## config.mk

```make
export PLATFORM = sky130hd
export DESIGN_NAME = softmax_classifier
export DESIGN_NICKNAME = d
export VERILOG_FILES = /design/src/rtl/softmax_classifier.sv
export SDC_FILE = /design/constraint.sdc
export NUM_CORES = 1
export LEC_CHECK = 0
export CAP_MARGIN = 30
export CORE_MARGIN = 5
export CORE_UTILIZATION = 24
export CTS_CLUSTER_DIAMETER = 120
export DETAILED_ROUTE_END_ITERATION = 16
export PLACE_DENSITY_LB_ADDON = 0.25
export SETUP_SLACK_MARGIN = 0.02
export SYNTH_ARGS = -nofsm -noshare
export SYNTH_HDL_FRONTEND = slang
export SYNTH_SLANG_ARGS = --single-unit
```

## constraint.sdc

```tcl
create_clock -name clock -period 11.08 [get_ports clock]
set_clock_uncertainty 0.1 [all_clocks]
set_input_delay 1.662 -clock clock [delete_from_list [all_inputs] [get_ports clock]]
set_output_delay 1.662 -clock clock [all_outputs]
set_load 0.05 [all_outputs]
```

## src/rtl/softmax_classifier.sv

```systemverilog
// Serial top-1/top-2 scanner over a softmax vector: reports the winning class,
// its confidence, the top-1/top-2 margin and an early-exit flag.
module softmax_classifier #(
  parameter int DENSE_KSIZE = 10,
  parameter int BIT_SOFTMAX = 16,
  parameter int BIT_CLASS   = $clog2(DENSE_KSIZE)
) (
  input  logic                             clock,
  input  logic                             reset,
  input  logic [BIT_SOFTMAX*DENSE_KSIZE-1:0] y,
  input  logic                             in_valid,
  output logic                             in_ready,
  input  logic [BIT_SOFTMAX-1:0]           conf_thresh,
  input  logic [BIT_SOFTMAX-1:0]           margin_thresh,
  output logic                             out_valid,
  input  logic                             out_ready,
  output logic [BIT_CLASS-1:0]             class_id,
  output logic [BIT_SOFTMAX-1:0]           confidence,
  output logic [BIT_SOFTMAX-1:0]           margin,
  output logic                             early_exit
);

  typedef enum logic [1:0] {IDLE, SCAN, DECIDE, HOLD} state_t;

  state_t                                  r_state;
  logic [DENSE_KSIZE-1:0][BIT_SOFTMAX-1:0] r_vec;
  logic [BIT_CLASS-1:0]                    r_cnt;
  logic [BIT_CLASS-1:0]                    r_idx;
  logic [BIT_SOFTMAX-1:0]                  r_top1;
  logic [BIT_SOFTMAX-1:0]                  r_top2;
  logic [BIT_SOFTMAX-1:0]                  r_conf_th;
  logic [BIT_SOFTMAX-1:0]                  r_marg_th;

  logic [BIT_SOFTMAX-1:0] w_elem;
  logic [BIT_SOFTMAX-1:0] w_diff;
  logic                   w_last;

  assign w_elem = r_vec[r_cnt];
  // top2 never exceeds top1, so this difference cannot wrap
  assign w_diff = r_top1 - r_top2;
  assign w_last = (r_cnt == BIT_CLASS'(DENSE_KSIZE - 1));

  always_ff @(posedge clock or negedge reset) begin
    if (!reset) begin
      r_state    <= IDLE;
      r_vec      <= '0;
      r_cnt      <= '0;
      r_idx      <= '0;
      r_top1     <= '0;
      r_top2     <= '0;
      r_conf_th  <= '0;
      r_marg_th  <= '0;
      in_ready   <= 1'b0;
      out_valid  <= 1'b0;
      class_id   <= '0;
      confidence <= '0;
      margin     <= '0;
      early_exit <= 1'b0;
    end else begin
      case (r_state)
        IDLE: begin
          in_ready <= 1'b1;
          if (in_valid && in_ready) begin
            r_vec     <= y;
            r_conf_th <= conf_thresh;
            r_marg_th <= margin_thresh;
            r_top1    <= '0;
            r_top2    <= '0;
            r_idx     <= '0;
            r_cnt     <= '0;
            in_ready  <= 1'b0;
            r_state   <= SCAN;
          end
        end
        SCAN: begin
          // strict compares: lowest index keeps top1 on ties, the tie lands in top2
          if (w_elem > r_top1) begin
            r_top2 <= r_top1;
            r_top1 <= w_elem;
            r_idx  <= r_cnt;
          end else if (w_elem > r_top2) begin
            r_top2 <= w_elem;
          end
          if (w_last) r_state <= DECIDE;
          else        r_cnt   <= r_cnt + 1'b1;
        end
        DECIDE: begin
          class_id   <= r_idx;
          confidence <= r_top1;
          margin     <= w_diff;
          early_exit <= (r_top1 >= r_conf_th) && (w_diff >= r_marg_th);
          out_valid  <= 1'b1;
          r_state    <= HOLD;
        end
        HOLD: begin
          if (out_ready) begin
            out_valid <= 1'b0;
            in_ready  <= 1'b1;
            r_state   <= IDLE;
          end
        end
        default: r_state <= IDLE;
      endcase
    end
  end

endmodule

```

==> impl_results.md <==
- Crit end category: flip-flop
- Worst-path clk slew: approximately 0.05 ns
- Final Hold Vio Count: 0
- CP Data Required Time: ~11 ns
- Fraction of the mapped netlist area in compound gates: 0.0913
- RSZ-0062 raised after global routing: false
- Share of the synthesized area in the top cell type: 0.484
- Vias: roughly 9700
- Total grt overflow: 0
- Post-layout nets: 1645
- Detail Route Antenna Nets: 0
- CTS H-Tree Depth: 2
- Largest net degree at the start of global routing: 161
- Setup ws final: 5.66 ns
- Final Cycle Share: 0.490
- Top post-synthesis cells by count: dfrtp_1 (273), mux2_2 (273), ha_1 (85)
- Fmax: ~180 MHz
- Area of the multi-input gates: roughly 0.0068 mm²
- Initial antenna violation count: 3
- CP max FO: about 50
- Psw: roughly 2.6 mW
- Die area: 0.0637 mm²
- Cell Area, Placed: about 0.017 mm²
- Later-pin clock latency in the skew report: between 0.5 and 0.6 ns
- Hold Path Class: reg -> reg
- Number of flops mapped to enable cells by yosys: 0
- Peak supply drop: roughly 0.00017 V
- DR DRC count: 0
- DR vias/cell: approximately 4.5
- Setup_tns: 0 ns
- Clk network pwr share: 0.177
- Final setup viols: 0
- Arr. time, crit path: about 5.7 ns
- Internal Dissipation: about 3.8 mW
- Max Cap Violations: 0
- Post-CTS Hold Buffers: 0
- First drt pass iteration count: 5
- Clk sinks: around 270
- Core area: 0.0579 mm²
- Final period demand of the worst path: roughly 5.4 ns
- Crit. Startpoint: r_cnt[0]
- Critical path's largest stage delay: 0.86 ns
- P per Cell Area: between 300 and 400 mW/mm²
- Logic pwr share: 0.543
- Global-route usage over all layers: 0.134
- Synth Register Bits: between 200 and 300
- Area share of fa/ha/maj cells after synthesis: 0.0768
- Main combinational cell family by area after synthesis: multiplexers
- Final Slew Violations: 0
- Post-synthesis mux area share: 0.256
- Simple-gate portion of the synthesized area: 0.0469
- Postcts setup bufs: 0
- Yosys cell types: 59
- CTS max path bufs: 3
- Sequential share of power: 0.279
- Hold path start: r_vec[61]
- Fraction of layout cells with a size suffix above 1: 0.267
- Design Area, Final: roughly 0.018 mm²
- First-pass GRT wire length: around 66000 µm
- Syn-to-layout area delta: 31.1%
- Initial Util: 0.244
- Die span in x: between 200 and 300 µm
- CTS tree: yes
- Die Height: between 200 and 300 µm
- Vias in the first global route: roughly 10000
- Setup crit start kind: flip-flop
- Synth Instances: 1134
- Layout fillers: between 5000 and 6000
- Top FF cell, synth: dfrtp_1
- Finished Core Util: 0.319
- WL per Instance: 20.1 µm
- Worst slew margin: 0.328
- Setup slack, reg-to-reg: between 5 and 6 ns
- Total CTS buffers: 36
- Async SR Flop Fraction: 1.00
- Synth top area cells: dfrtp_1 (48%), mux2_2 (22%), ha_1 (7.5%), mux4_2 (2.6%), inv_1 (2.0%)
- Crit-path slowest cell: o31ai_1
- Lkg Pwr: a little under 8 nW
- Sequential Area: approximately 0.0068 mm²
- Boundary Pins: approximately 240
- Port buffer count: 234
- Syn_nets: approximately 1400
- Sequential share of the synthesized area: 0.484
- Post-Route WL: between 40000 and 50000 µm
- Mean Syn Cell Area: about 12 µm²
- Post-CTS Resized: 0
- Synth area leader: dfrtp_1
- Synth warn: 0
- Final GP Congestion: between 0.8 and 0.9
- Rows: slightly below 90
- Outcome: finished clean
- DRC violation total after the first TritonRoute iteration: ~480
- Slew @ Worst Pin: roughly 1.0 ns
- CP cell instances: buf_4 > mux4_2 > nor2_1 > o31ai_1 > ha_1 > nor2b_1 > o211ai_1 > a21boi_2 > o31a_4 > a31oi_4 > o21ai_2 > buf_8 > mux2i_1
- Crit Path Class: reg -> reg
- Final HPWL DP: about 32000 µm
- CTS root buffer: clkbuf_16
- Synth Area in XOR/XNOR: 0.00745
- Net Sw Frac: 0.413
- R2r startpoint: r_cnt[0]
- Post-Syn Area: around 0.014 mm²
- DP Worst Slack: ~5.5 ns
[layout make-up]
cell class / count / share of cell area
tap: 765 / 0.0518
multi-input combinational: 728 / 0.366
sequential: 273 / 0.370
inverter: 75 / 0.0152
clock inverter: 10 / 0.00629
clock buffer: 52 / 0.0558
timing repair buffer: 249 / 0.135
antenna: 2 / 0.000271
[worst paths after layout]
path                                       to  depth (start not counted)
worst max register to register     r_top2[12]                         13
max in group asynchronous            r_cnt[0]                          2
worst max-delay path               r_top2[12]                         13
min in group asynchronous       r_marg_th[13]                          1
worst min-delay path                r_vec[61]                          1
worst min register to register      r_vec[61]                          1
[routing by layer]
layer,routed length [µm],GRT usage,part of all wire
met1,18900,0.174,0.44
met2,21100,0.223,0.49
met3,2300,0.0332,0.053
met4,1080,0.0383,0.025
met5,27,0,0.00062
[kinds of logic after synthesis]
| kind of cell | Yosys count |
|---|---|
| mux | 307 |
| flops | 273 |
| compound gates | 188 |
| simple gates | 135 |
| buf+inv | 133 |
| fa+ha+maj | 86 |
| xor+xnor | 12 |
[per-stage QoR]
step	power [mW]	cells	hold WS, ns
floorplan	4.20	1134	0.360
global placement	5.23	2087	0.383
detailed placement	5.31	2089	0.387
CTS	6.50	2151	0.401
global route	6.91	2152	0.413
finish	6.40	2154	0.399
[worst max-delay path: cells and delay by family (launching register included)]
family	cells	cell delay, ns
muxes	2	0.53
adders and majority gates	1	0.39
AOI/OAI and AO/OA	6	2.45
DFF	1	0.63
buffers and inverters	2	0.91
and+or+nand+nor	2	0.18
[cell usage in the layout, fill, tap and decap left out, drive strengths merged, types with 7 or more instances in the layout]
cell / netlist / final
nand2: 41 / 41
nand4: 7 / 7
nor2b: 9 / 9
nand3: 7 / 7
o22ai: 16 / 16
a22o: 19 / 19
clkinv: 0 / 7
and3: 18 / 18
ha: 85 / 85
buf: 17 / 16
xnor2: 7 / 7
a21o: 14 / 14
clkbuf: 41 / 52
dfrtp: 273 / 273
a21oi: 40 / 40
clkdlybuf4s50: 0 / 233
mux4: 16 / 16
inv: 75 / 75
o31ai: 18 / 18
o21ai: 26 / 26
nor2: 32 / 32
a31oi: 20 / 20
mux2i: 18 / 18
mux2: 273 / 273
[power groups by stage]
| stage | Clock, mW | Combinational, mW | Sequential (mW) |
|---|---|---|---|
| 4_1_cts | 1.18 | 3.52 | 1.80 |
| 6_report | 1.13 | 3.48 | 1.79 |
| 5_1_grt | 1.22 | 3.84 | 1.85 |
| 2_1_floorplan | 0 | 2.32 | 1.88 |
| 3_5_place_dp | 0 | 3.50 | 1.81 |
| 3_3_place_gp | 0 | 3.44 | 1.79 |
[registers in the layout (all words and copies together) (netlist names)]
name,cells
r_idx,4
r_state,2
confidence,16
r_marg_th,16
r_top2,16
r_vec,160
out_valid,1
class_id,4
margin,16
r_conf_th,16
early_exit,1
r_cnt,4
in_ready,1
r_top1,16
Note: power is estimated with default switching activity, not from simulation.
